### src/rtl/gb_iomap_pkg.sv
// Game Boy 0xff00-0xffff IO window map: channel indices, default decode tables,
// decoder FSM states and the value returned by unmapped reads.
package gb_iomap_pkg;

    localparam int IOMAP_NCH = 9;

    // Lowest index wins, so IE (0xff) sits below HRAM (0x80-0xff) and P1 below SER.
    localparam int P1   = 0;
    localparam int SER  = 1;
    localparam int TIM  = 2;
    localparam int IF   = 3;
    localparam int SND  = 4;
    localparam int PPU  = 5;
    localparam int BROM = 6;
    localparam int IE   = 7;
    localparam int HRAM = 8;

    // Packed tables, channel i at [i*8 +: 8]; listed from channel 8 down to channel 0.
    localparam logic [IOMAP_NCH*8-1:0] IOMAP_BASE = {
        8'h80, 8'hff, 8'h50, 8'h40, 8'h00, 8'h0f, 8'h04, 8'h00, 8'h00
    };
    localparam logic [IOMAP_NCH*8-1:0] IOMAP_MASK = {
        8'h80, 8'hff, 8'hff, 8'hf8, 8'hc0, 8'hff, 8'hfc, 8'hfc, 8'hff
    };

    localparam logic [7:0] UNMAPPED_DATA = 8'hff;
    localparam logic [7:0] BUSERR_ADR    = 8'h7f;

    typedef enum logic [1:0] {
        ST_IDLE,
        ST_SEL,
        ST_DONE
    } iodec_state_e;

endpackage

### src/rtl/gb_iodec_match.sv
// Combinational priority address match: one-hot of the lowest-index channel whose
// masked base equals the masked address, plus a hit flag.
module gb_iodec_match
    import gb_iomap_pkg::*;
#(
    parameter int                NCH  = IOMAP_NCH,
    parameter logic [NCH*8-1:0]  BASE = IOMAP_BASE,
    parameter logic [NCH*8-1:0]  MASK = IOMAP_MASK
) (
    input  logic [7:0]     adr_i,
    output logic [NCH-1:0] onehot_o,
    output logic           hit_o
);

    // NOTE: every output gets a default before the loop, otherwise the tool infers latches.
    always_comb begin
        onehot_o = '0;
        hit_o    = 1'b0;
        for (int i = NCH - 1; i >= 0; i--) begin
            if ((adr_i & MASK[i*8 +: 8]) == (BASE[i*8 +: 8] & MASK[i*8 +: 8])) begin
                onehot_o    = '0;
                onehot_o[i] = 1'b1;
                hit_o       = 1'b1;
            end
        end
    end

endmodule

### src/rtl/gb_iodec.sv
// IO window decoder: registered one-hot select, read mux, boot-ROM hide flag.
// Optional bus-error counter (readable at 0x7f) enabled by GB_IODEC_BUSERR_EN.
module gb_iodec
    import gb_iomap_pkg::*;
#(
    parameter int                NCH     = IOMAP_NCH,
    parameter int                DATA_W  = 8,
    parameter logic [NCH*8-1:0]  BASE    = IOMAP_BASE,
    parameter logic [NCH*8-1:0]  MASK    = IOMAP_MASK,
    parameter int                BROM_CH = BROM
) (
    input  logic                  clk,
    input  logic                  reset,
    input  logic [7:0]            adr,
    input  logic                  cs,
    input  logic                  rd,
    input  logic                  wr,
    input  logic [DATA_W-1:0]     din,
    input  logic [NCH*DATA_W-1:0] rdata_ch,
    output logic [NCH-1:0]        sel,
    output logic [DATA_W-1:0]     dout,
    output logic                  ack,
`ifdef GB_IODEC_BUSERR_EN
    output logic [7:0]            buserr_cnt,
`endif
    output logic                  brom_hidden
);

    iodec_state_e      state_q;
    logic [NCH-1:0]    sel_q;
    logic [DATA_W-1:0] dout_q;
    logic              ack_q;
    logic              brom_q;
    logic              is_wr_q;
    logic              wbit_q;
    logic              hit_q;
    logic [NCH-1:0]    match_oh;
    logic              match_hit;
    logic [DATA_W-1:0] rd_mux_d;
    logic              unused_din;
`ifdef GB_IODEC_BUSERR_EN
    logic              errsel_q;
    logic [7:0]        cnt_q;
`endif

    gb_iodec_match #(
        .NCH  (NCH),
        .BASE (BASE),
        .MASK (MASK)
    ) u_match (
        .adr_i    (adr),
        .onehot_o (match_oh),
        .hit_o    (match_hit)
    );

    // Only din[0] carries meaning (the boot-ROM hide bit).
    assign unused_din = ^din;

    always_comb begin
        rd_mux_d = '0;
        for (int i = 0; i < NCH; i++) begin
            if (sel_q[i]) rd_mux_d = rd_mux_d | rdata_ch[i*DATA_W +: DATA_W];
        end
        if (!hit_q) rd_mux_d = DATA_W'(UNMAPPED_DATA);
        else if (sel_q[BROM_CH]) rd_mux_d = {{(DATA_W-1){1'b1}}, brom_q};
`ifdef GB_IODEC_BUSERR_EN
        if (errsel_q) rd_mux_d = DATA_W'(cnt_q);
`endif
    end

    // NOTE: state lives in always_ff with non-blocking assignments only, so every
    // register sees the pre-edge values of the others regardless of statement order.
    always_ff @(posedge clk) begin
        if (!reset) begin
            state_q <= ST_IDLE;
            sel_q   <= '0;
            dout_q  <= DATA_W'(UNMAPPED_DATA);
            ack_q   <= 1'b0;
            brom_q  <= 1'b0;
            is_wr_q <= 1'b0;
            wbit_q  <= 1'b0;
            hit_q   <= 1'b0;
`ifdef GB_IODEC_BUSERR_EN
            errsel_q <= 1'b0;
            cnt_q    <= 8'h00;
`endif
        end else begin
            ack_q <= 1'b0;
            case (state_q)
                ST_IDLE: begin
                    if (cs && (rd || wr)) begin
                        state_q <= ST_SEL;
                        is_wr_q <= wr;
                        wbit_q  <= din[0];
`ifdef GB_IODEC_BUSERR_EN
                        if (adr == BUSERR_ADR) begin
                            sel_q    <= '0;
                            hit_q    <= 1'b1;
                            errsel_q <= 1'b1;
                        end else begin
                            sel_q    <= match_oh;
                            hit_q    <= match_hit;
                            errsel_q <= 1'b0;
                            if (!match_hit && cnt_q != 8'hff) cnt_q <= cnt_q + 8'd1;
                        end
`else
                        sel_q <= match_oh;
                        hit_q <= match_hit;
`endif
                    end
                end
                ST_SEL: begin
                    if (!cs) begin
                        state_q <= ST_IDLE;
                        sel_q   <= '0;
                    end else begin
                        state_q <= ST_DONE;
                        if (is_wr_q) begin
                            if (sel_q[BROM_CH] && wbit_q) brom_q <= 1'b1;
                        end else begin
                            dout_q <= rd_mux_d;
                            ack_q  <= 1'b1;
                        end
                    end
                end
                ST_DONE: begin
                    if (!cs) begin
                        state_q <= ST_IDLE;
                        sel_q   <= '0;
                    end
                end
                default: state_q <= ST_IDLE;
            endcase
        end
    end

    // Write ack is the SEL cycle itself, withdrawn if the master drops cs to abort.
    assign ack         = ack_q | ((state_q == ST_SEL) && is_wr_q && cs);
    assign sel         = sel_q;
    assign dout        = dout_q;
    assign brom_hidden = brom_q;
`ifdef GB_IODEC_BUSERR_EN
    assign buserr_cnt  = cnt_q;
`endif

endmodule

### config.mk
export PLATFORM = sky130hd
export DESIGN_NAME = gb_iodec
export DESIGN_NICKNAME = d
export VERILOG_FILES = /design/src/rtl/gb_iomap_pkg.sv /design/src/rtl/gb_iodec_match.sv /design/src/rtl/gb_iodec.sv
export SDC_FILE = /design/constraint.sdc
export NUM_CORES = 1
export LEC_CHECK = 0
export ABC_AREA = 0
export BUFFER_PORTS_ARGS = -buffer_cell sky130_fd_sc_hd__buf_4
export CAP_MARGIN = 20
export CORE_ASPECT_RATIO = 0.9
export CORE_MARGIN = 2
export CORE_UTILIZATION = 42
export CTS_CLUSTER_DIAMETER = 40
export DETAILED_ROUTE_END_ITERATION = 10
export PLACE_DENSITY = 0.87
export SYNTH_ARGS = -nofsm -noshare
export SYNTH_HDL_FRONTEND = slang
export SYNTH_SLANG_ARGS = --single-unit
export TNS_END_PERCENT = 50
### constraint.sdc
create_clock -name clk -period 2.7 [get_ports clk]
set_input_delay 0.27 -clock clk [delete_from_list [all_inputs] [get_ports clk]]
set_output_delay 0.27 -clock clk [all_outputs]
set_load 0.02 [all_outputs]
# Yosys cells after proc, flatten, opt, wreduce, memory -nomap -nowiden
# Cells that the tools add are included.
# totals
regBits	24
latch_bits	0
ramBits	0
mem_bits_ro	0
in_bits	93
mem_count	0
# op_classes
addsub	0
mul	0
n_div	0
magnitude_cmp	0
eq_ne	10
shift	0
n_mux	37
bitwise_logic	10
n_reduce_logical	17
# op_table
operator	count
9-bit 2-to-1 mux	11
8-bit 2-to-1 mux	11
8-bit OR	8
8-bit logical NOT	3
9-bit case mux with 2 select lines	1
1-bit 2-to-1 mux	10
3-bit AND reduction	3
8-bit by 4-bit equality test with 1-bit output (second input constant)	1
8-bit by 7-bit equality test with 1-bit output (second input constant)	1
8-bit equality test (second input constant)	1
6-bit by 1-bit equality test with 1-bit output (second input constant)	1
2-bit 2-to-1 mux	3
2-bit != test (second input constant)	3
2-bit case mux with 3 select lines	1
5-bit by 4-bit equality test with 1-bit output (second input constant)	1
1-bit logical AND	4
2-bit AND reduction	2
4-bit AND reduction	1
2-bit by 1-bit equality test with 1-bit output (second input constant)	1
2-bit equality test (second input constant)	1
2-bit logical NOT	1
2-bit nonzero test	1
2-bit OR reduction	1
1-bit logical OR	1
2 further kinds	2

# Longest topological paths before layout
# Gate-level depths: netlist of the first run.
# depth
word_depth	19
mapped_depth	7
depth_no_buf	6

# Cells and area by module
# From an unflattened synthesis of the first run, not the netlist that was laid out.
# unflattened
hier_cells	171
hier_area_um2	1571.5
# modules_own_cells
module	instances	cells_per_inst	area_each_um2
gb_iodec	1	147	1395.1
gb_iodec_match	1	24	176.4

# Worst setup path before layout of the first run
# Ideal clock, no wire load.
# synth_timing
path_type	register to register
from	reg state_q[0]
to	reg sel_q[1] (netlist: sel[1])
setup_ns	0.076
arrival_ns	1.720
required_time_ns	2.624
slack_ns	0.905
path_stages_with_launch	7
path_buffers	0
period_less_slack_ns	1.795
path_cell_list	dfxtp_1 -> inv_1 -> ha_1 -> or3_2 -> nor3_1 -> o2111ai_1 -> a21boi_0
# synth_via
elab_chain_cells	4
word_cells_on_any_way	9
classes_between	4 x eq/ne; 1 x mux; 4 x reduce/logical
# synth_rtl
item	line_no	text
from (decl)	gb_iodec.sv:29	iodec_state_e state_q;
from (signal assigned)	gb_iodec.sv:75	state_q <= ST_IDLE;
from (signal assigned)	gb_iodec.sv:92	state_q <= ST_SEL;
from (signal assigned)	gb_iodec.sv:114	state_q <= ST_IDLE;
2-bit by 1-bit equality test with 1-bit output or 2-bit equality test (tied branches)	gb_iodec.sv:89	case (state_q)
2-bit OR reduction (no line)	n/a	
2-bit != test (no line) or 2-bit nonzero test (tied branches)	n/a	
3-bit AND reduction (no line)	n/a	
to (signal assigned)	gb_iodec.sv:107	sel_q <= match_oh;
to (decl)	gb_iodec.sv:30	logic [NCH-1:0] sel_q;
# Parallel ways exist; a longest one is shown, timed or not.
# A chain may end at the register's enable or synchronous reset.

# Final worst setup path of the first run
# Same ends and word-level chain as after synthesis.

==> run summary, run 1 <==
Status -> completed
Initial DRT Pass Iterations -> 4
Hold-fix buffers at CTS -> 0
Rows -> 19
Root Driver -> clkbuf_4
Final Util -> 69.9%
Clock H-tree levels -> 1
Initial Util -> 44.6%
Final total power -> 817 uW
Static Leak -> 0.000907 uW
# IOs -> 112
Area Growth Syn to Fin -> 56.6%
Post-CTS Resized -> 0
Mux cell area share after synthesis -> 2.18%
CP max stage delay -> 0.44 ns
Synth Area in Simple Gates -> 21.1%
CTS tree -> yes
Commonest cells post-synth -> a22oi_1 (32), dfxtp_1 (24), nand2_1 (11)
Synth cell types -> 41
Met3 Wirelength -> 375 um
Seq pwr share -> 46.0%
Post-synthesis adder-cell area fraction -> 2.72%
CP required -> 2.95 ns
Cell count after synthesis -> 156
Clock power share -> 31.3%
Layout cell share with drive strength beyond 1 -> 42.7%
Cts bufs inserted -> 3
Gp weighted congestion -> 0.816
Syn avg cell area -> 8.84 um2
CP top delay family -> simple AND/OR/NAND/NOR gates
FMAX -> 494 MHz
R2r worst-path depth -> 6
Crit path max fanout -> 7
Final wirelength -> 4590 um
Clock net sink count -> 24
Final min period -> 2.03 ns
Hold_ws -> 0.213 ns
Final setup fails -> 0
Register bit total from synthesis -> 24
Period Utilization, post-route -> 75.0%
P_sw -> 192 uW
Total GRT Usage -> 23.5%
Pin count of the biggest net entering global routing -> 18
Total grt overflow -> 0
Met2 WL -> 2340 um
Uppermost routed layer -> met4
Area contributors post-synth -> dfxtp_1 (35%), a22oi_1 (17%), o22a_1 (5.1%)
Max Cap Viol -> 0
Worst hold stages -> 3
Die width -> 64.4 um
Fin. max-slew vios -> 0
Worst Skew -> 0.0131 ns
Worst r2r dst -> sel[1]
Share of synthesized flip-flops with an asynchronous set or reset -> 0%
Worst rel slew slack -> 57.5%
Wl on met1 -> 1860 um
Number of synthesized flops with an enable pin -> 0
Clk_lat worst skew -> 0.32 ns
Maximum vdd drop -> 0.473 mV
Int Pwr -> 625 uW
Sequential share of the synthesized area -> 34.8%
Initial antenna violation count -> 0
Worst R2R Setup Slack -> 0.67 ns
HPWL after detailed placement -> 3530 um
Hold endpoint -> wbit_q
DRC viols -> 0
Crit Path Class -> register to register
Drt wl/cell -> 15.9 um
Max clock buf depth -> 2
Number of antenna-violating nets in the routed design -> 0
Ant. Diodes -> 0
Sw Share -> 23.5%
Post-synth top area cell -> dfxtp_1
Post-Synthesis Net Count -> 252
Core area -> 3090 um2
Largest family of logic cells by synthesized area -> compound AO/OA/AOI/OAI gates
Cell Area, Synth -> 1380 um2
Slowest cell on crit path -> or3_2
Logic pwr share -> 22.7%
Final nets -> 343
Hold Path Class -> input pin to register
Crit end category -> register
Most common cell in the netlist -> a22oi_1
Worst r2r src -> state_q[0]
Vias in the first global route -> 1,501
Most used DFF post-synth -> dfxtp_1
XOR/XNOR Fraction of Synth Area -> 0%
Final Hold Fails -> 0
Setup Buffers After CTS -> 0
Cell Chain, Critical Path -> inv_1 -> ha_1 -> or3_2 -> nor3_1 -> o2111ai_1 -> a21boi_0
Worst Setup Start Kind -> register
Die Span Y -> 58.4 um
P per Cell Area -> 378 nW/um2
Synth Area in Compound Gates -> 35.3%
Post-DR vias/cell -> 5.65
Slew @ Worst Pin -> 0.633 ns
IO buf count -> 96
Hold path start -> din[0]
First DRT Iteration DRCs -> 60
CP arrival -> 2.28 ns
Global-route wire length before repair -> 6870 um
Final TNS setup -> 0 ns
Synth warn -> 0
Worst Path Buf+Inv -> 1
CTS clk-pin slew, worst paths -> 0.13 ns
Synth top area share -> 34.8%
Routed vias -> 1,626
DIE AREA -> 3760 um2
RSZ-0062 raised after global routing -> false
## worst reg2reg max path, delay by kind of cell, from the launching register on
kind,cells,cell delay (ns)
and+or+nand+nor,2,0.80
DFF,1,0.37
adders and majority gates,1,0.37
AOI/OAI and AO/OA,2,0.36
buffers and inverters,1,0.07
## routing by layer
layer	track usage, %	up-vias
met3	7.65	2
met5	0	-
li1	-	801
met1	26.0	762
met4	5.17	0
met2	44.0	61
## kinds of logic after synthesis
| group | after synthesis |
|---|---|
| adders and majority gates | 3 |
| DFF | 24 |
| and+or+nand+nor | 51 |
| muxes | 3 |
| AOI/OAI and AO/OA | 63 |
| buffers and inverters | 12 |
## cell type report
class | instances | area, um2
multi-input cells | 120 | 846
inverters | 2 | 7.51
well taps | 42 | 52.6
fillers | 278 | 931
repair buffers | 96 | 721
flip-flops and latches | 24 | 480
clock inverters | 1 | 30.0
clock buffers | 3 | 22.5
## power by group through the flow
stage | Combinational, uW | Sequential (uW) | Clock (uW)
6_report | 185 | 376 | 256
5_1_grt | 200 | 378 | 278
4_1_cts | 185 | 376 | 261
3_5_place_dp | 185 | 384 | 0
3_3_place_gp | 181 | 384 | 0
2_1_floorplan | 71.8 | 383 | 0
## through the flow
step	setup slack, ns	cell area, um2	cells
6_report	0.675	2160	288
3_3_place_gp	0.772	2110	284
2_1_floorplan	0.905	1380	156
4_1_cts	0.688	2160	288
3_5_place_dp	0.722	2110	284
5_1_grt	0.475	2160	288
## placed cells by master, fill, tap and decap left out, drive strengths merged, types with 2 or more instances in the layout
cell / count
nand4: 10
inv: 2
nand3b: 2
or3: 2
nand3: 5
mux2i: 3
nor2b: 3
nand4b: 2
and2: 2
a22oi: 32
clkbuf: 3
ha: 3
nor2: 5
a21oi: 2
buf: 96
a21boi: 10
dfxtp: 24
o22a: 8
o21ai: 3
nor3b: 2
nand2: 11
## worst max-delay path by stage
stage                from      to  slack (ns)  depth (start not counted)
2_1_floorplan  state_q[0]  sel[1]        0.90                          6
3_3_place_gp   state_q[0]  sel[1]        0.77                          6
3_5_place_dp   state_q[0]  sel[1]        0.72                          6
4_1_cts        state_q[0]  sel[1]        0.69                          6
5_1_grt        state_q[0]  sel[1]        0.48                          6
6_report       state_q[0]  sel[1]        0.67                          6
## sequential cells by signal, indices dropped and copies added (netlist names)
signal and cells:
ack_q 1, hit_q 1, is_wr_q 1, dout 8
state_q 2, wbit_q 1, brom_hidden 1, sel 9
(Power assumes the default switching activity.)
==> inputs of run 2 (changes only) <==
- CORE_UTILIZATION: 42 -> 35
- PLACE_DENSITY: 0.87 -> 0.77
- clock period: 2.7 -> 1.8 ns (I/O delays scaled with it)
==> run summary, run 2 (same netlist as run 1, synthesis figures left out) <==
Clock net sink count -> 24 (unchanged)
First DRT Iteration DRCs -> 58 (-3.3%)
Final wirelength -> 4740 um (+3.3%)
Vias in the first global route -> 1,499 (-0.13%)
CTS tree -> yes
Area after DPL -> 2160 um2 (+2.7%)
Static Leak -> 0.000963 uW (+6.2%)
R2r worst-path depth -> 7 (+1)
Final nets -> 352 (+2.6%)
Period Utilization, post-route -> 94.2% (+19 points)
Fin. max-slew vios -> 0 (unchanged)
Crit Path Class -> register to register
HPWL after detailed placement -> 3670 um (+4.1%)
Die width -> 70.2 um (+9.0%)
Cts bufs inserted -> 3 (unchanged)
Worst Skew -> 0.00693 ns (-0.00620 ns)
Hold Path Class -> input pin to register
Number of antenna-violating nets in the routed design -> 0 (unchanged)
Rows -> 21 (+2)
Worst hold stages -> 3 (unchanged)
DRC viols -> 0 (unchanged)
Initial DRT Pass Iterations -> 4 (unchanged)
Root Driver -> clkbuf_8
Initial antenna violation count -> 0 (unchanged)
Most common cell after layout, fill and taps aside -> buf_4
Total GRT Usage -> 20.6% (-2.8 points)
CP required -> 2.00 ns (-0.95 ns)
Final TNS setup -> 0 ns (unchanged)
DIE AREA -> 4460 um2 (+19%)
RSZ-0062 raised after global routing -> false
Routed vias -> 1,654 (+1.7%)
P per Cell Area -> 590 nW/um2 (+56%)
# IOs -> 112 (unchanged)
Crit end category -> register
FMAX -> 590 MHz (+19%)
Pin count of the biggest net entering global routing -> 18 (unchanged)
Status -> completed
Gp weighted congestion -> 0.777 (-4.7%)
Ant. Diodes -> 0 (unchanged)
Commonest non-fill, non-tap cells in the layout -> buf_4 (105), a22oi_1 (32), dfxtp_1 (23), nand2_1 (11), nand4_1 (10)
Layout cell share with drive strength beyond 1 -> 46.7% (+4.0 points)
Final setup fails -> 0 (unchanged)
Max clock buf depth -> 2 (unchanged)
Max Cap Viol -> 0 (unchanged)
IO buf count -> 96 (unchanged)
Maximum vdd drop -> 0.810 mV (+71%)
Initial Util -> 36.7% (-7.9 points)
Largest register FFs -> 9 (unchanged)
Final Util -> 60.4% (-9.5 points)
Final Hold Fails -> 0 (unchanged)
Final min period -> 1.70 ns (-0.329 ns)
Worst rel slew slack -> 67.1% (+9.6 points)
Total grt overflow -> 0 (unchanged)
Drt wl/cell -> 15.7 um (-1.2%)
Post-route cell area -> 2270 um2 (+5.1%)
Hold-fix buffers at CTS -> 0 (unchanged)
CP arrival -> 1.90 ns (-0.38 ns)
Final total power -> 1340 uW (+64%)
Slew @ Worst Pin -> 0.489 ns (-0.144 ns)
Core area -> 3760 um2 (+22%)
Clock H-tree levels -> 1 (unchanged)
Crit path max fanout -> 4 (-3)
Area Growth Syn to Fin -> 64.6%
Worst Setup Start Kind -> register
Post-DR vias/cell -> 5.50 (-2.7%)
Die Span Y -> 63.5 um (+8.9%)
Clk_lat worst skew -> 0.27 ns (-0.05 ns)
Global-route wire length before repair -> 7350 um (+6.9%)
CTS clk-pin slew, worst paths -> 0.09 ns (-0.04 ns)
## run 2: cell types whose count changed in the layout (fill, tap and decap cells not counted), moves of 2 or more
cell,change
buf_4,+9
clkbuf_4,-3
clkbuf_8,+3
a21boi_0,-2
a21boi_1,+2
inv_1,-2
inv_2,+2
## run 2: critical path: stages, from the launching register on
cell and delay, ns:
dfxtp_2 0.35, inv_2 0.05, ha_4 0.24, or3_2 0.43, nor3_2 0.17, buf_4 0.14
nand4b_1 0.09, a21boi_0 0.17
## run 2: layout make-up
type | count | area [um2]
clock inverters | 1 | 30.0
repair buffers | 105 | 788
clock buffers | 3 | 41.3
well taps | 46 | 57.6
flip-flops and latches | 24 | 482
fillers | 334 | 1490
multi-input cells | 120 | 863
inverters | 2 | 7.51
## run 2: what timing repair did
item	CTS	global route
endpoints found under the setup margin	1	15
setup buffers	0	2
cloned	0	0
pin swaps	0	4
resized for setup	1	6
## run 2: through the flow
stage               std cells  hold WS, ns  setup slack, ns
floorplan                 156        0.333          0.00482
global placement          295        0.433           0.0464
detailed placement        295        0.441           0.0165
CTS                       299        0.162           0.0231
global route              301        0.204          0.00483
finish                    301        0.167            0.104
## run 2: where the power goes
part           switching (uW)  total, uW  internal, uW
Combinational             121        309           188
Clock                     170        467           297
Sequential               17.1        563           546
## run 2: metal layers
| metal | global-route usage, % | up-vias | wire length, um |
|---|---|---|---|
| li1 | - | 821 | - |
| met1 | 24.9 | 759 | 2010 |
| met2 | 36.3 | 66 | 2330 |
| met3 | 5.44 | 8 | 338 |
| met4 | 5.05 | 0 | 57 |
| met5 | 0 | - | 0 |
## run 2: path summary, 6_finish.rpt
path	slack (ns)	endpoint	startpoint
worst max-delay path	0.10	sel[2]	state_q[0]
worst min-delay path	0.17	wbit_q	din[0]
worst max register to register	0.10	sel[2]	state_q[0]
worst min register to register	0.49	dout[0]	dout[0]
==> inputs of run 3 (changes only) <==
- CORE_UTILIZATION: 35 -> 39
- PLACE_DENSITY: 0.77 -> 0.81
- clock period: 1.8 -> 1.65 ns (I/O delays scaled with it)
==> run summary, run 3 (same netlist as run 1, synthesis figures left out) <==
Clk_lat worst skew -> 0.26 ns (about the same)
Cts bufs inserted -> 3 (unchanged)
RSZ-0062 raised after global routing -> false
Vias in the first global route -> 1,532 (+2.2%)
IO buf count -> 96 (unchanged)
Maximum vdd drop -> 0.459 mV (-43%)
Routed vias -> 1,698 (+2.7%)
Max clock buf depth -> 2 (unchanged)
CTS tree -> yes
Max Cap Viol -> 0 (unchanged)
Worst Setup Start Kind -> register
CTS clk-pin slew, worst paths -> 0.08 ns (about the same)
First DRT Iteration DRCs -> 62 (+6.9%)
Crit end category -> output pin
Post-Place Cells -> 293 (-0.68%)
Ant. Diodes -> 0 (unchanged)
Worst Path Buf+Inv -> 2 (unchanged)
Die width -> 66.7 um (-5.0%)
Drt wl/cell -> 16.1 um (+2.5%)
DIE AREA -> 4030 um2 (-9.7%)
Global-route wire length before repair -> 7130 um (-3.0%)
Area Growth Syn to Fin -> 65.7%
CP top delay family -> flip-flops
Rows -> 20 (-4.8%)
DRC viols -> 0 (unchanged)
Crit Path Class -> register to output pin
Largest register FFs -> 9 (unchanged)
Final wirelength -> 4810 um (+1.5%)
Die Span Y -> 60.4 um (-4.9%)
Crit path max fanout -> 2 (-2)
Root Driver -> clkbuf_8
Final Hold Fails -> 0 (unchanged)
Final nets -> 351 (-0.28%)
FMAX -> 632 MHz
CP max stage delay -> 0.33 ns (-0.10 ns)
Number of antenna-violating nets in the routed design -> 0 (unchanged)
Initial antenna violation count -> 0 (unchanged)
Gp weighted congestion -> 0.799 (+2.8%)
Hold-fix buffers at CTS -> 0 (unchanged)
Final min period -> 1.58 ns
Pin count of the biggest net entering global routing -> 18 (unchanged)
Slowest cell on crit path -> dfxtp_2
Final Instance Count excl. Fillers -> 298 (-1.0%)
Cell Chain, Critical Path -> buf_4 -> ha_1 -> and2_2 -> a21o_1 -> buf_4
Hold Path Class -> input pin to register
Post-DR vias/cell -> 5.70 (+3.7%)
FF+latch area -> 482 um2 (unchanged)
Hold_ws -> 0.156 ns (-0.0111 ns)
Commonest non-fill, non-tap cells in the layout -> buf_4 (104), a22oi_1 (32), dfxtp_1 (23), nand2_1 (11), nand4_1 (10)
Number of fill cells in the layout -> 292 (-13%)
Layout cell share with drive strength beyond 1 -> 47.2% (+0.58 points)
Area of the multi-input gates -> 888 um2 (+2.9%)
Worst rel slew slack -> 63.2% (-3.9 points)
Fin. max-slew vios -> 0 (unchanged)
Worst R2R Setup Slack -> 0.08 ns (-0.02 ns)
Initial DRT Pass Iterations -> 4 (unchanged)
Most common cell after layout, fill and taps aside -> buf_4
Final setup fails -> 0 (unchanged)
HPWL after detailed placement -> 3660 um (-0.38%)
# IOs -> 112 (unchanged)
Clock H-tree levels -> 1 (unchanged)
Total GRT Usage -> 23.1% (+2.5 points)
Initial Util -> 40.8% (+4.1 points)
Clock net sink count -> 24 (unchanged)
P per Cell Area -> 642 nW/um2 (+8.7%)
Period Utilization, post-route -> 95.8%
Core area -> 3380 um2 (-10%)
CP required -> 1.48 ns (-0.52 ns)
Most common cell on crit path -> buf_4
Slew @ Worst Pin -> 0.547 ns (+0.0577 ns)
Worst Skew -> 0.00325 ns (-0.00367 ns)
Static Leak -> 0.000965 uW (+0.15%)
CP arrival -> 1.42 ns (-0.48 ns)
Status -> completed
Total grt overflow -> 0 (unchanged)
==> run 3: what timing repair did <==
item | CTS | global route
setup buffers | 0 | 1
endpoints found under the setup margin | 7 | 13
pin swaps | 1 | 2
gates resized for setup | 1 | 7
==> run 3: tightest hold or removal path, cell delays in order <==
cell	delay, ns
buf_4	0.07
mux2i_1	0.05
nor2b_1	0.09
==> run 3: path summary, 6_finish.rpt <==
check / depth (start not counted) / end / startpoint
worst min-delay path: 3 / wbit_q / din[0]
worst max register to register: 5 / sel[4] / state_q[0]
worst min register to register: 1 / dout[0] / hit_q
worst max-delay path: 5 / ack / state_q[0]
==> run 3: metal layers <==
metal / GRT usage (%) / wire (um)
met1: 27.1 / 1960
met2: 44.1 / 2450
met3: 4.64 / 386
met4: 4.66 / 10
met5: 0 / 0
==> run 3: cell type report <==
| cell class | instances | share of cell area (%) |
|---|---|---|
| Clock inverter | 1 | 1.31 |
| Tap cell | 44 | 2.41 |
| Sequential cell | 24 | 21.1 |
| Timing Repair Buffer | 104 | 34.2 |
| Multi-Input combinational cell | 120 | 38.9 |
| Clock buffer | 3 | 1.81 |
| Inverter | 2 | 0.329 |
==> run 3: metrics by stage <==
step | util, % | setup TNS (ns) | instance area, um2 | setup WS [ns] | total power (uW)
after floorplan | - | 0 | 1400 | 0.00752 | 752
after global placement | 64.7 | -0.00832 | 2190 | -0.00756 | 960
after detailed placement | 64.7 | -0.135 | 2190 | -0.0486 | 965
after CTS | 66.9 | 0 | 2260 | 0.00622 | 1480
after global routing | 67.6 | 0 | 2280 | 0.00616 | 1550
final | 67.6 | 0 | 2280 | 0.0689 | 1470
==> run 3: report_power, final <==
group	internal, uW	total (uW)	switching (uW)
Clock	324	506	182
Sequential	596	615	19.7
Combinational	210	344	135
